[src/rtl/mc_ctrl_pkg.sv]
`default_nettype none
// ============================================================================
// Module      : mc_ctrl_pkg
// Description : Shared definitions for the multi-cycle MIPS control unit:
//               state encoding, opcode values, ALU operation encodings and
//               the instruction classes produced by the opcode decoder.
// Revision    : 1.0 - initial release
// ============================================================================
package mc_ctrl_pkg;

    // Controller states; the encoding is visible on the debug 'state' port.
    typedef enum logic [2:0] {
        ST_IDLE   = 3'd0,
        ST_FETCH  = 3'd1,
        ST_DECODE = 3'd2,
        ST_EXEC   = 3'd3,
        ST_MEM    = 3'd4,
        ST_WB     = 3'd5,
        ST_HALT   = 3'd6
    } state_t;

    // Primary opcode field values (inst[31:26]).
    localparam logic [5:0] OP_RTYPE = 6'b000000;
    localparam logic [5:0] OP_LW    = 6'b100011;
    localparam logic [5:0] OP_SW    = 6'b101011;
    localparam logic [5:0] OP_ADDI  = 6'b001000;
    localparam logic [5:0] OP_BEQ   = 6'b000100;
    localparam logic [5:0] OP_BNE   = 6'b000101;
    localparam logic [5:0] OP_J     = 6'b000010;

    // ALU operation encodings driven on ALUOp.
    localparam logic [2:0] ALUOP_ADD   = 3'b000;
    localparam logic [2:0] ALUOP_SUB   = 3'b001;
    localparam logic [2:0] ALUOP_FUNCT = 3'b010;

    // Instruction classes; each class shares one path through the FSM.
    typedef enum logic [2:0] {
        CLS_NOP    = 3'd0,
        CLS_RTYPE  = 3'd1,
        CLS_LOAD   = 3'd2,
        CLS_STORE  = 3'd3,
        CLS_IMM    = 3'd4,
        CLS_BRANCH = 3'd5,
        CLS_JUMP   = 3'd6
    } instr_class_t;

endpackage
`default_nettype wire

[src/rtl/mc_ctrl_decode.sv]
`default_nettype none
// ============================================================================
// Module      : mc_ctrl_decode
// Description : Purely combinational opcode decoder. Maps the latched opcode
//               to an instruction class and to the ALU operation used in EXEC.
//               Unrecognised opcodes decode as CLS_NOP.
// Ports       : opcode      in  6  latched instruction opcode
//               instr_class out 3  instruction class (instr_class_t encoding)
//               alu_op      out 3  ALU operation for the EXEC step
// Revision    : 1.0 - initial release
// ============================================================================
module mc_ctrl_decode
    import mc_ctrl_pkg::*;
(
    input  logic [5:0] opcode,
    output logic [2:0] instr_class,
    output logic [2:0] alu_op
);

    always_comb begin
        instr_class = CLS_NOP;
        alu_op      = ALUOP_ADD;
        case (opcode)
            OP_RTYPE: begin
                instr_class = CLS_RTYPE;
                alu_op      = ALUOP_FUNCT;
            end
            OP_LW:   instr_class = CLS_LOAD;
            OP_SW:   instr_class = CLS_STORE;
            OP_ADDI: instr_class = CLS_IMM;
            OP_BEQ, OP_BNE: begin
                instr_class = CLS_BRANCH;
                alu_op      = ALUOP_SUB;
            end
            OP_J:    instr_class = CLS_JUMP;
            default: ;
        endcase
    end

endmodule
`default_nettype wire

[src/rtl/multi_cycle_ctrl.sv]
`default_nettype none
// ============================================================================
// Module      : multi_cycle_ctrl
// Description : Multi-cycle MIPS control unit. Steps each instruction through
//               FETCH/DECODE/EXEC/MEM/WB, drives the datapath strobes and
//               issues the one-cycle IF advance pulse (with Branch/Jump) to
//               the program counter in each instruction's completion cycle.
//               Runs while 'over'=1 and halts when the PC reports 'sortover'.
// Config      : define PERF_CNT_EN to add the instr_cnt/cycle_cnt counters.
// Ports       : Clk, Clr (async, active-low)        clock / reset
//               over, sortover, inst[31:0]           run enable, finish, IMEM
//               IF, Branch, Jump                     PC handshake
//               IRWrite, RegDst, ALUSrc, MemtoReg,
//               RegWrite, MemRead, MemWrite, ALUOp   datapath controls
//               state[2:0], done                     debug state / finished
//               instr_cnt, cycle_cnt                 (PERF_CNT_EN only)
// Revision    : 1.0 - initial release
// ============================================================================
module multi_cycle_ctrl
    import mc_ctrl_pkg::*;
#(
    parameter int CNT_W = 16
) (
    input  logic        Clk,
    input  logic        Clr,
    input  logic        over,
    input  logic        sortover,
    input  logic [31:0] inst,
    output logic        IF,
    output logic        Branch,
    output logic        Jump,
    output logic        IRWrite,
    output logic        RegDst,
    output logic        ALUSrc,
    output logic        MemtoReg,
    output logic        RegWrite,
    output logic        MemRead,
    output logic        MemWrite,
    output logic [2:0]  ALUOp,
    output logic [2:0]  state,
    output logic        done
`ifdef PERF_CNT_EN
    ,
    output logic [CNT_W-1:0] instr_cnt,
    output logic [CNT_W-1:0] cycle_cnt
`endif
);

    state_t       state_q, state_d;
    logic [5:0]   opcode_q, opcode_d;
    logic [2:0]   dec_class;
    logic [2:0]   dec_alu_op;
    instr_class_t cls;

    // Only the opcode field is used; the rest belongs to the datapath.
    logic unused_inst_bits;
    assign unused_inst_bits = ^inst[25:0];

    mc_ctrl_decode u_decode (
        .opcode      (opcode_q),
        .instr_class (dec_class),
        .alu_op      (dec_alu_op)
    );

    assign cls   = instr_class_t'(dec_class);
    assign state = state_q;

    always_ff @(posedge Clk or negedge Clr) begin
        if (!Clr) begin
            state_q  <= ST_IDLE;
            opcode_q <= '0;
        end else begin
            state_q  <= state_d;
            opcode_q <= opcode_d;
        end
    end

    always_comb begin
        state_d  = state_q;
        opcode_d = opcode_q;
        IF       = 1'b0;
        Branch   = 1'b0;
        Jump     = 1'b0;
        IRWrite  = 1'b0;
        RegDst   = 1'b0;
        ALUSrc   = 1'b0;
        MemtoReg = 1'b0;
        RegWrite = 1'b0;
        MemRead  = 1'b0;
        MemWrite = 1'b0;
        ALUOp    = ALUOP_ADD;
        done     = 1'b0;

        case (state_q)
            ST_IDLE: begin
                if (over && !sortover) state_d = ST_FETCH;
            end
            ST_FETCH: begin
                // A finished program halts here without loading another word.
                if (sortover) begin
                    state_d = ST_HALT;
                end else begin
                    IRWrite  = 1'b1;
                    opcode_d = inst[31:26];
                    state_d  = ST_DECODE;
                end
            end
            ST_DECODE: begin
                case (cls)
                    CLS_JUMP: begin
                        IF      = 1'b1;
                        Jump    = 1'b1;
                        state_d = ST_FETCH;
                    end
                    CLS_NOP: begin
                        IF      = 1'b1;
                        state_d = ST_FETCH;
                    end
                    default: state_d = ST_EXEC;
                endcase
            end
            ST_EXEC: begin
                ALUOp = dec_alu_op;
                case (cls)
                    CLS_LOAD, CLS_STORE: begin
                        ALUSrc  = 1'b1;
                        state_d = ST_MEM;
                    end
                    CLS_IMM: begin
                        ALUSrc  = 1'b1;
                        state_d = ST_WB;
                    end
                    CLS_RTYPE: state_d = ST_WB;
                    CLS_BRANCH: begin
                        // The PC resolves taken/not-taken from its own compare.
                        IF      = 1'b1;
                        Branch  = 1'b1;
                        state_d = ST_FETCH;
                    end
                    default: state_d = ST_FETCH;
                endcase
            end
            ST_MEM: begin
                case (cls)
                    CLS_LOAD: begin
                        MemRead = 1'b1;
                        state_d = ST_WB;
                    end
                    CLS_STORE: begin
                        MemWrite = 1'b1;
                        IF       = 1'b1;
                        state_d  = ST_FETCH;
                    end
                    default: state_d = ST_FETCH;
                endcase
            end
            ST_WB: begin
                RegWrite = 1'b1;
                RegDst   = (cls == CLS_RTYPE);
                MemtoReg = (cls == CLS_LOAD);
                IF       = 1'b1;
                state_d  = ST_FETCH;
            end
            ST_HALT: begin
                done = 1'b1;
            end
            default: state_d = ST_IDLE;
        endcase

        // Dropping 'over' aborts in step with the PC clearing itself; this
        // cycle's outputs still reflect the current state.
        if (!over && (state_q != ST_IDLE)) state_d = ST_IDLE;
    end

`ifdef PERF_CNT_EN
    localparam logic [CNT_W-1:0] CNT_MAX = '1;

    logic [CNT_W-1:0] instr_cnt_q, instr_cnt_d;
    logic [CNT_W-1:0] cycle_cnt_q, cycle_cnt_d;

    always_comb begin
        instr_cnt_d = instr_cnt_q;
        cycle_cnt_d = cycle_cnt_q;
        if ((state_q == ST_IDLE) && (state_d == ST_FETCH)) begin
            // Each run starts counting afresh.
            instr_cnt_d = '0;
            cycle_cnt_d = '0;
        end else begin
            if (IF && (instr_cnt_q != CNT_MAX))
                instr_cnt_d = instr_cnt_q + 1'b1;
            if ((state_q != ST_IDLE) && (state_q != ST_HALT) && (cycle_cnt_q != CNT_MAX))
                cycle_cnt_d = cycle_cnt_q + 1'b1;
        end
    end

    always_ff @(posedge Clk or negedge Clr) begin
        if (!Clr) begin
            instr_cnt_q <= '0;
            cycle_cnt_q <= '0;
        end else begin
            instr_cnt_q <= instr_cnt_d;
            cycle_cnt_q <= cycle_cnt_d;
        end
    end

    assign instr_cnt = instr_cnt_q;
    assign cycle_cnt = cycle_cnt_q;
`else
    logic [CNT_W-1:0] unused_cnt_w;
    assign unused_cnt_w = '0;
`endif

endmodule
`default_nettype wire

[config.mk]
export PLATFORM = sky130hd
export DESIGN_NAME = multi_cycle_ctrl
export DESIGN_NICKNAME = d
export VERILOG_FILES = /design/src/rtl/mc_ctrl_pkg.sv /design/src/rtl/mc_ctrl_decode.sv /design/src/rtl/multi_cycle_ctrl.sv
export SDC_FILE = /design/constraint.sdc
export NUM_CORES = 1
export LEC_CHECK = 0
export CORE_MARGIN = 5
export CORE_UTILIZATION = 31
export DETAILED_ROUTE_END_ITERATION = 16
export HOLD_SLACK_MARGIN = 0.08
export MAX_ROUTING_LAYER = met4
export PLACE_DENSITY_LB_ADDON = 0.1
export SLEW_MARGIN = 20
export SYNTH_ARGS = -nofsm -noshare
export SYNTH_HDL_FRONTEND = slang
export SYNTH_HIERARCHICAL = 1
export SYNTH_SLANG_ARGS = --single-unit
[constraint.sdc]
create_clock -name Clk -period 2.1 [get_ports Clk]
set_input_delay 0.21 -clock Clk [delete_from_list [all_inputs] [get_ports Clk]]
set_output_delay 0.21 -clock Clk [all_outputs]
set_load 0.02 [all_outputs]
After elaboration in Yosys (flattened, before gate mapping). Index checks and enable logic that the tools add are counted.

Output and inout bits: 17. Bits in registers: 9. Input bits: 36.

Mux-type cells: 28. Equal/unequal tests: 20. Bitwise logic cells: 1. Reduce and logical (&&, ||, !) cells: 15.

Operator list (number): $pmux 3 s7 (1); $eq 3x3->1 const B (6); $pmux 3 s6 (1); $mux 1 (17); $mux 3 (5); $eq 3x2->1 const B (4); $eq 6x3->1 const B (2); $eq 6x6->1 const B (2); $reduce_or 2->1 (4); $eq 3x1->1 const B (2); $eq 6x2->1 const B (1); $eq 6x4->1 const B (1); $logic_not 3->1 (2); $logic_not 6->1 (1); $pmux 3 s2 (1); $pmux 1 s4 (1); $pmux 2 s2 (1); $reduce_and 2->1 (2); $ne 3x3->1 const B (1); $reduce_bool 3->1 (1); $reduce_or 3->1 (1); $logic_and 1x1->1 (2); $logic_not 1->1 (2); $mux 2 (1); other kinds (2) (2).

Depth between registers and ports, before layout. Gate-level depths: netlist of run 1.

Depth in word-level cells: 8. Depth in mapped cells: 8. Depth with buffers taken out: 7.

Hierarchy. Netlist of run 1, hierarchy kept.

Modules (own cells, without submodules): multi_cycle_ctrl (area each 661.9 µm², instances 1, cells each 64); mc_ctrl_decode (area each 116.4 µm², instances 1, cells each 20).

Worst setup path after synthesis of run 1. No wires, ideal clock.

Path kind: flip-flop to flip-flop. From: reg opcode_q[3]. To: reg state_q[2] (netlist: state[2]). Data arrival time: 2750 ps. Data required time: 2016 ps. Library setup time: 84 ps. Cell stages (with the launch flop): 8. Period minus slack after synthesis: 2834 ps. Path slack: -734 ps. Path through: dfrtp_1 -> nor3_1 -> a21oi_1 -> nor4b_1 -> nand2b_1 -> nor4b_1 -> nor4_1 -> o21ai_0.

Cells in the longest elaborated chain, start to end: 8. Elaborated cells between the ends (all ways): 19. Classes of those cells: eq/ne: 10; mux: 5; reduce/logical: 4.

Ends and longest elaborated chain: from (decl) (RTL line multi_cycle_ctrl.sv:50) `logic [5:0] opcode_q, opcode_d;`; from (signal assigned) (RTL line multi_cycle_ctrl.sv:74) `opcode_q <= opcode_d;`; $eq 6x3->1 (RTL line mc_ctrl_decode.sv:23) `case (opcode)`; $reduce_or 2->1 (RTL line mc_ctrl_decode.sv:23); $pmux 3 s6 (*) (RTL line mc_ctrl_decode.sv:23); named net cls[1] (RTL line multi_cycle_ctrl.sv:53) `instr_class_t cls;`; $eq 3x1->1 (tied with other cells) (RTL line multi_cycle_ctrl.sv:124) `case (cls)`; $reduce_or 2->1 (no source line); $pmux 3 s2 (RTL line multi_cycle_ctrl.sv:124); $pmux 3 s7 (*) (RTL line multi_cycle_ctrl.sv:94) `case (state_q)`; $mux 3 (*) (RTL line multi_cycle_ctrl.sv:172) `if (!over && (state_q != ST_IDLE)) state_d = ST_IDLE;`; to (signal assigned) (RTL line multi_cycle_ctrl.sv:73) `state_q <= state_d;`; to (decl) (RTL line multi_cycle_ctrl.sv:49) `state_t state_q, state_d;`.

Mark *: on every way through the listed nets, which the timed path passes. The rest lies on a longest branch. A chain may end at the register's enable or synchronous reset.

Worst setup path after layout of run 1.
From: reg opcode_q[3]. To: out MemWrite.

Cells in the longest elaborated chain, start to end: 6. Elaborated cells between the ends (all ways): 12. Classes of those cells: eq/ne: 7; mux: 3; reduce/logical: 2.

Ends and longest elaborated chain: $eq 6x3->1 (RTL line mc_ctrl_decode.sv:23); $reduce_or 2->1 (RTL line mc_ctrl_decode.sv:23); $pmux 3 s6 (*) (RTL line mc_ctrl_decode.sv:23); named net cls[2] (RTL line multi_cycle_ctrl.sv:53); $eq 3x2->1 (*) (RTL line multi_cycle_ctrl.sv:144) `case (cls)`; $mux 1 (*) (RTL line multi_cycle_ctrl.sv:144); $mux 1 (*) (RTL line multi_cycle_ctrl.sv:94); to (decl) (RTL line multi_cycle_ctrl.sv:38) `output logic MemWrite,`.

Marks and branches as above.

==> summary.txt, run 1 <==
Run status
  • Status: complete, but fails checks
  • Failing checks: setup timing

Worst setup path
  • Setup crit start kind: register
  • Crit-path max FO: 6
  • Crit Path Class: register to output pin
  • Reg-to-reg setup timing slack: -0.02 ns
  • Worst r2r path cells: 8
  • Crit path required time: 1.89 ns
  • Crit path from: opcode_q[3]
  • Reg-to-reg critical path endpoint: state[2]
  • Crit path DAT: 2.17 ns
  • RR Startpoint: opcode_q[3]
  • CP endpoint kind: output pin
  • CP endpoint: MemWrite

Synth
  • FFs w/ async S/R, synth: 100%
  • Top post-synthesis cells by count: dfrtp_1, mux2_2, nand2_1, nor4b_1, nor2_1
  • Post-synth EDFFs: 0
  • Netlist cell types: 38
  • Gate Count Post-Synth: 84
  • Top FF cell, synth: dfrtp_1
  • Syn avg cell area: 9.26 um^2
  • Seq/Total Area, Yosys: 28.9%
  • Top-area cell type share of the netlist area: 28.9%
  • Yosys warns: 6
  • Ranking of synthesized cells by area: dfrtp_1, mux2_2, nor4b_1
  • Syn Nets: 121
  • Leading area contributor after synthesis: dfrtp_1
  • Synthesized area: 778 um^2
  • Synthesized flop and latch total: 9
  • Count leader, synth: dfrtp_1

Clock network
  • Worst-skew pair later-pin latency: 0.26 ns
  • Worst-path clk slew: 0.06 ns
  • TritonCTS Buffers: 3
  • CTS tree: built
  • Root Buffer: clkbuf_4
  • CTS Sinks: 9
  • Clock Path Buffers: 2
  • H-tree depth: 1
  • Hold Buf Count CTS: 0

Timing
  • Unrepaired setup endpoints after global routing: yes
  • Clk_skew: 0.00396 ns
  • Finish-stage setup viols: 8
  • Hold Slack: 0.238 ns
  • Final hold vios: 0
  • Peak Freq: 0.421 GHz
  • Crit path setup slack, layout: -0.277 ns
  • Pins Over Slew Limit: 0
  • Fin crit period: 2.38 ns
  • Period utilization: 113%

Route
  • Average wire per standard cell: 13.5 um
  • TritonRoute pass-1 iters: 4
  • Vias: 770
  • Remaining DRCs: 0
  • Vias per inst: 4.94
  • DRT antenna net count: 0
  • Starting DRT DRC Count: 28
  • Drt total wl: 2.10 mm

Place
  • Post-Place Worst Slack: -0.451 ns
  • IO Port Bufs: 25
  • Final HPWL DP: 1.63 mm
  • Placer congestion estimate: 0.777

Global route
  • Largest net degree at the start of global routing: 13
  • Initial antenna violation count: 0
  • First-pass GRT wire length: 3.47 mm
  • Tot GR Track Use: 12.9%
  • GRT overflow: 0
  • Vias in the first global route: 768

Floorplan
  • Area of the core: 2430 um^2
  • Die area: 3610 um^2
  • # rows: 18
  • Starting Density: 32.0%
  • Chip height: 60.1 um
  • IO Pins: 53
  • Die width: 60.1 um

Power
  • Total power: 1.13 mW
  • Pwr Density: 889 nW/um^2
  • Max rail drop VDD: 0.000572 V
  • LEAKAGE: 0.537 nW

Final layout
  • Layout cells sized above 1: 50.8%
  • Fillers: 238
  • Antenna diode count: 0
  • Fin nets: 164
  • P&R area growth vs syn: 63.7%
  • Final Util: 52.4%

Run
  • Number of max-cap violations: 0

Min path
  • Hold Crit Class: primary input to async pin
[routing by layer]
layer	GRT usage, %	vias up	wire, um
li1	-	392	-
met1	16.6	355	960
met2	20.4	21	1030
met3	1.30	2	99
met4	5.70	0	11
met5	-	-	0
[critical path, stage by stage, from the launching register on]
cell and delay (ns):
dfrtp_2 0.44, nor2b_4 0.14, nor3b_2 0.15, o31a_1 0.37, nand2b_2 0.29, nor4bb_2 0.31
buf_2 0.21
[where the power goes]
part	internal (mW)	switching, mW
clock	0.0730	0.0568
sequential	0.243	0.123
combinational	0.372	0.263
total	0.688	0.444
[worst min-delay path by stage]
stage | startpoint | endpoint | cells past startpoint | slack [ns]
floorplan | Clr | opcode_q[0] | 0 | -0.09
global placement | Clr | opcode_q[5] | 1 | 0.53
detailed placement | Clr | opcode_q[5] | 1 | 0.53
CTS | Clr | opcode_q[5] | 1 | 0.25
global route | Clr | opcode_q[5] | 1 | 0.28
finish | Clr | opcode_q[1] | 1 | 0.24
[kinds of logic (layout without fill, tap and decap cells)]
| family | after synthesis | in the layout | synth area share, % |
|---|---|---|---|
| adders and majority gates | 1 | 1 | 1.61 |
| DFF | 9 | 9 | 28.9 |
| muxes | 6 | 6 | 8.68 |
| xor gates and xnor gates | 1 | 1 | 1.13 |
| and+or+nand+nor | 46 | 46 | 42.3 |
| AOI/OAI and AO/OA | 13 | 13 | 10.9 |
| buffers and inverters | 7 | 49 | 5.95 |
| other | 1 | 1 | 0.482 |
[sequential cells by signal, indices dropped and copies added (netlist names)]
register	flops
state	3
opcode_q	6
[stage by stage]
step                      cells  cell area (um^2)  setup TNS [ns]
after floorplan              84               812          -0.138
after detailed placement    148              1160           -3.27
after global routing        156              1270           -2.31
after global placement      148              1160           -3.14
final                       156              1270           -1.36
after CTS                   154              1200           -1.41
[cell type report]
class                           count  area [um^2]  area share, %
Multi-Input combinational cell     68          604           47.4
Timing Repair Buffer               42          362           28.4
Sequential cell                     9          230           18.1
Tap cell                           30         37.5           2.95
Clock buffer                        4         26.3           2.06
Inverter                            3         13.8           1.08
[timing repair]
action | CTS | global route
setup endpoints to repair | 12 | 11
resized for setup | 50 | 20
setup buffers | 3 | 2
pin swaps | 4 | 6
[cell usage in the layout (no fill, tap or decap), types with 4 or more instances in the layout]
cell type        instances
buf_4                   22
dfrtp_2                  4
nand2_1                  6
nor2_1                   4
dfrtp_1                  5
clkdlybuf4s50_1         13
mux2_2                   6
(Power assumes the default switching activity.)
==> inputs of run 2 (changes only) <==
CORE_UTILIZATION = 35   (was 31)
clock period = 2.7 ns   (was 2.1 ns; I/O delays follow)
==> run 2 against run 1 <==
  * The flow now finishes without violations
  * Highest routed layer unchanged
  * Routed wire length fell by 13%
  * Worst hold slack better by 0.064 ns
  * Clock-buffer cell count fell by 1
  * Combinational power fell by 45%
  * Global-route usage decreased by 1.2 points
  * Sequential power shrank 25%
  * Final cell count decreased by 7.1%
  * Core utilization shrank 0.52 points
  * Critical path depth unchanged
  * Total power shrank 36%
  * First-iteration DRC count fell by 82%
==> summary.txt, run 2 (same netlist as run 1, synthesis figures left out) <==
Final layout
  • P&R area growth vs syn: 44.5%
  • Fin nets: 155 (-5.5%)
  • Reg with most FFs: opcode_q
  • Commonest non-fill, non-tap cells in the layout: clkdlybuf4s50_1, dfrtp_1, buf_4, nand2_1, mux2_2
  • Max reg flops: 6 (unchanged)
  • Most common cell after layout, fill and taps aside: clkdlybuf4s50_1
  • Antenna diode count: 0 (unchanged)
  • Finished Layout Cells: 145 (-7.1%)
  • Layout cells sized above 1: 27.4% (-23 points)

Route
  • Starting DRT DRC Count: 5 (-82%)
  • Vias per inst: 5.01 (+1.6%)
  • TritonRoute pass-1 iters: 4 (unchanged)
  • Remaining DRCs: 0 (unchanged)
  • DRT antenna net count: 0 (unchanged)
  • Drt total wl: 1.83 mm (-13%)
  • Vias: 727 (-5.6%)
  • Average wire per standard cell: 12.6 um (-6.3%)

Worst setup path
  • Crit path required time: 2.43 ns (+0.54 ns)
  • Setup crit start kind: register
  • RR Startpoint: opcode_q[3]
  • Reg-to-reg setup timing slack: 0.70 ns (+0.72 ns)
  • Crit-path max FO: 6 (unchanged)
  • CP endpoint kind: output pin
  • Crit path DAT: 2.27 ns (+0.10 ns)
  • Worst r2r path cells: 9 (+1)
  • Crit Path Class: register to output pin
  • Reg-to-reg critical path endpoint: state[2]

Floorplan
  • Die width: 57.2 um (-4.9%)
  • IO Pins: 53 (unchanged)
  • Area of the core: 2170 um^2 (-11%)
  • Starting Density: 35.9% (+3.9 points)
  • Chip height: 57.2 um (-4.9%)
  • # rows: 17 (-1)
  • Die area: 3270 um^2 (-9.6%)

Place
  • Post-Place Cells: 139 (-6.1%)
  • Final HPWL DP: 1.41 mm (-13%)
  • IO Port Bufs: 25 (unchanged)
  • Placer congestion estimate: 0.801 (+3.1%)

Clock network
  • Hold Buf Count CTS: 0 (unchanged)
  • Clock Path Buffers: 2 (unchanged)
  • Root Buffer: clkbuf_4
  • TritonCTS Buffers: 3 (unchanged)
  • CTS tree: built
  • H-tree depth: 1 (unchanged)
  • Worst-path clk slew: 0.06 ns (about the same)
  • Worst-skew pair later-pin latency: 0.25 ns (about the same)
  • CTS Sinks: 9 (unchanged)

Global route
  • Initial antenna violation count: 0 (unchanged)
  • Largest net degree at the start of global routing: 15 (+2)
  • Vias in the first global route: 658 (-14%)
  • First-pass GRT wire length: 3.01 mm (-13%)
  • Tot GR Track Use: 11.7% (-1.2 points)
  • GRT overflow: 0 (unchanged)

Timing
  • Peak Freq: 0.394 GHz
  • Final hold vios: 0 (unchanged)
  • Pins Over Slew Limit: 0 (unchanged)
  • Fin crit period: 2.54 ns
  • Unrepaired setup endpoints after global routing: yes
  • Period utilization: 94.1%
  • Clk_skew: 0.00271 ns (-0.00126 ns)
  • Finish-stage setup viols: 0 (-8)

Min path
  • Hold Crit Class: primary input to async pin

Power
  • Total power: 728 uW (-36%)
  • Max rail drop VDD: 0.000433 V (-24%)
  • LEAKAGE: 0.478 nW (-11%)
  • Pwr Density: 648 nW/um^2 (-27%)

Run
  • Number of max-cap violations: 0 (unchanged)

Run status
  • Status: finished clean
==> run 2: cell count changes in the layout (fill, tap and decap cells not counted), sizes merged <==
cell / change
clkdlybuf4s50: +4
clkdlybuf4s15: +1
buf: -16
clkinv: +1
dlygate4sd2: +1
==> run 2: routing by layer <==
metal  global-route usage (%)  wire length, um  part of all wire, %  vias to the layer above
met4                     2.98               12                 0.65                        0
met2                     18.1              850                   46                       12
li1                         -                -                    -                      373
met1                     15.3              890                   49                      340
met3                     2.94               80                  4.4                        2
met5                        -                0                    0                        -
==> run 2: critical path, stage by stage (launching register included) <==
cell	delay, ns
dfrtp_1	0.43
nor2b_1	0.17
nor3b_1	0.20
o31a_1	0.19
or3b_2	0.45
a21oi_1	0.22
dlygate4sd2_1	0.36
==> run 2: through the flow <==
stage          utilization, %  TNS (ns)  area (um^2)  hold WS (ns)  worst slack (ns)
2_1_floorplan               -         0          785       -0.0256            0.0476
3_3_place_gp             49.8         0         1080         0.567            0.0672
3_5_place_dp             49.8         0         1080         0.580            0.0574
4_1_cts                  50.8         0         1100         0.312            0.0574
5_1_grt                  51.8   -0.0503         1120         0.331           -0.0492
6_report                 51.8         0         1120         0.302             0.160
==> run 2: cell type report <==
type                    count  area, um^2
clock buffers               3        22.5
clock inverters             1        5.00
fillers                   223        1040
inverters                   3        11.3
multi-input cells          68         523
flip-flops and latches      9         225
well taps                  28        35.0
repair buffers             33         303
==> run 2: how the worst max path moves through the flow <==
stage | start | endpoint | slack, ns | depth (start not counted)
6_report | opcode_q[2] | ALUSrc | 0.16 | 6
5_1_grt | opcode_q[3] | IF | -0.05 | 10
2_1_floorplan | opcode_q[3] | MemWrite | 0.05 | 5
3_3_place_gp | opcode_q[3] | MemRead | 0.07 | 8
3_5_place_dp | opcode_q[3] | MemWrite | 0.06 | 8
4_1_cts | opcode_q[2] | Branch | 0.06 | 6
==> run 2: power by group <==
part	leakage, nW	switching (mW)	total [mW]	internal (mW)
Combinational	0.349	0.150	0.352	0.203
Clock	0.0177	0.0454	0.0999	0.0545
Sequential	0.111	0.0921	0.276	0.184
==> run 2: repair_timing <==
item / CTS / global route
cloned: 0 / 0
resized for setup: 8 / 7
endpoints found under the setup margin: 7 / 6
buffers inserted: 0 / 2
endpoints found under the hold margin: 0 / 0
pin swaps: 0 / 1
==> variant: new RTL, config.mk and constraints of run 1 <==
Add a define of `PERF_CNT_EN`.
--- a/src/rtl/multi_cycle_ctrl.sv
+++ b/src/rtl/multi_cycle_ctrl.sv
@@ -17,4 +17,6 @@
 // Revision    : 1.0 - initial release
 // ============================================================================
+`define PERF_CNT_EN
+
 module multi_cycle_ctrl
     import mc_ctrl_pkg::*;
Check against the original RTL (old outputs only; new: cycle_cnt and instr_cnt): equivalent (equiv_simple and equiv_induct, registers matched by name and starting in step).
==> variant against run 1 <==
- the run still ends with negative setup slack left
- sequential cell count up 32
- synthesized area rose to 3.3 times the old value
- setup slack worse by 0.14 ns
- final area rose to 3.2 times the old value
- sequential share of layout area grew 7.2 points
- power rose to 3.2 times the old value
- clock power rose to 5.1 times the old value
- wire length rose to 3.5 times the old value
- critical path type unchanged
==> variant: results (changes against run 1) <==
[grt]
grt_start_max_net_pins=28  ; was 13
grt_antenna_before_repair=0  ; unchanged
grt_pass1_vias=2512  ; was 768
grt_util_all_layers_pct=14.5  ; was 12.9%
grt_first_pass_wirelength_um=11800  ; was 3470 um

[drt]
detailroute.via_count=2577  ; was 770
drtPass1Iterations=4  ; unchanged
wire_per_inst_um=14.8  ; was 13.5 um
initialDrtViolationCount=99  ; was 28

[clock_tree]
h_tree_depth=2  ; was 1
ctsLongestPathBuffers=2  ; unchanged
clk_pin_slew_ns=0.09  ; was 0.06 ns
cts-root-buf=clkbuf_8  ; was clkbuf_4
clock_buffer_count_from_cts=5  ; was 3
clock_latency_ns=0.30  ; was 0.26 ns

[outcome]
failing_checks=negative setup slack  ; unchanged
outcome=complete, but fails checks  ; unchanged

[finish]
layout-drive-gt1-share_pct=34.5  ; was 50.8%
num-fill-cells=789  ; was 238
final_net_count=434  ; was 164
n_antenna_cell=0  ; unchanged

[synthesis]
total_of_warnings_raised_by_yosys=6  ; unchanged
postSynth.asyncResetShare_pct=100  ; unchanged
ys_top_cells_by_count=41 x dfrtp_1, 26 x nor2_1, 25 x nand2_1  ; was 9 x dfrtp_1, 6 x mux2_2, 6 x nand2_1, 6 x nor4b_1, 5 x nor2_1
most_area_consuming_cells_after_synthesis=dfrtp_1 40%, nor2_1 3.8%, nand2_1 3.6%, nand4_1 2.9%, nor3_1 2.9%  ; was dfrtp_1 29%, mux2_2 8.7%, nor4b_1 6.8%, buf_6 2.9%, nand2_1 2.9%
synthesis.nets=324  ; was 121
netlist-cell-type-count=59  ; was 38
synth_top_flop_cell=dfrtp_1  ; unchanged
synth.yosys.seq_area_share_pct=39.7  ; was 28.9%

[power]
irDropWorstVdd_v=0.000542  ; was 0.000572 V
power.leakage_nw=1.67  ; was 0.537 nW
switching_share_pct=36.4  ; was 39.2%

[placed_design]
place.detailed.hpwl_um=5240  ; was 1630 um
buffer_ports.inserted=57  ; was 25
dpl-instance-area_um2=3530  ; was 1160 um^2
finalWeightedCongestion=0.851  ; was 0.777

[die]
std_cell_rows=33  ; was 18

[setup_path]
cp_data_arrival_time_ns=2.31  ; was 2.17 ns
cp_top_family=compound AO/OA/AOI/OAI gates  ; was simple AND/OR/NAND/NOR gates

[timing]
setup_slack_ns=-0.416  ; was -0.277 ns
clock_skew_ns=0.0119  ; was 0.00396 ns
setup_viol=25  ; was 8

## variant: cell types whose count changed after synthesis, sizes merged, moves of 6 or more
cell and change:
a21oi +10, and3 +6, buf +7, dfrtp +32, nand2 +19, nand3 +12
nand4 +11, nor2 +21, nor3 +11, nor4 +7, o21ai +10, or3 +9
## variant: final cells by class
type,count,area [um^2],area share [%]
Tap cell,105,131,3.22
Clock buffer,7,86.3,2.11
Timing Repair Buffer,117,1080,26.4
Inverter,7,28.8,0.705
Multi-Input combinational cell,224,1700,41.6
Sequential cell,41,1030,25.3
Clock inverter,1,30.0,0.736
## variant: routing by layer
| metal | track usage (%) | routed length, um |
|---|---|---|
| met3 | 2.69 | 241 |
| met1 | 19.6 | 3530 |
| met5 | - | 0 |
| met4 | 3.37 | 37 |
| met2 | 22.7 | 3610 |
## variant: logic make-up (layout without fill, tap and decap cells)
logic type	count (synthesis)	in the layout	synth area share, %
xor gates and xnor gates	9	9	3.05
and+or+nand+nor	147	147	32.0
DFF	41	41	39.7
other	1	1	0.145
AOI/OAI and AO/OA	55	55	15.5
adders and majority gates	2	2	0.968
muxes	10	10	4.16
buffers and inverters	21	132	4.41
## variant: path summary, 6_finish.rpt
kind / slack [ns] / depth (start not counted) / from / to
worst min register to register: 0.55 / 1 / instr_cnt[4]$_DFFE_PN0P_ / instr_cnt[4]$_DFFE_PN0P_
worst max register to register: -0.40 / 9 / opcode_q[3]$_DFFE_PN0P_ / instr_cnt[5]$_DFFE_PN0P_
min in group Clk: 0.53 / 2 / inst[28] / opcode_q[2]$_DFFE_PN0P_
max in group asynchronous: 1.06 / 3 / Clr / instr_cnt[4]$_DFFE_PN0P_
worst min-delay path: 0.46 / 2 / Clr / cycle_cnt[7]$_DFFE_PN0P_
worst max-delay path: -0.42 / 8 / opcode_q[3]$_DFFE_PN0P_ / IF
## variant: power by group through the flow
stage	Sequential [mW]	Combinational [mW]	Clock, mW
after floorplan	1.16	0.662	0
after global placement	1.13	1.31	0
after detailed placement	1.13	1.33	0
after CTS	1.14	1.54	0.684
after global routing	1.16	1.96	0.727
final	1.13	1.81	0.662
## variant: per-stage QoR
stage	setup TNS [ns]	hold WS (ns)	worst slack (ns)	power [mW]	cells
CTS	-5.62	0.488	-0.370	3.36	491
global placement	-6.30	0.272	-0.368	2.44	473
finish	-7.37	0.456	-0.416	3.61	502
detailed placement	-8.38	0.273	-0.457	2.45	473
floorplan	-1.86	-0.0856	-0.156	1.82	286
global route	-10.66	0.512	-0.523	3.85	502
## variant: timing repair
| action | 4_1_cts | 5_1_grt |
|---|---|---|
| pin swaps | 9 | 12 |
| hold endpoints to repair | 25 | 0 |
| buffers inserted | 11 | 10 |
| resized for setup | 81 | 33 |
| gates cloned | 0 | 1 |
| setup endpoints to repair | 29 | 28 |
| hold buffers | 1 | 0 |
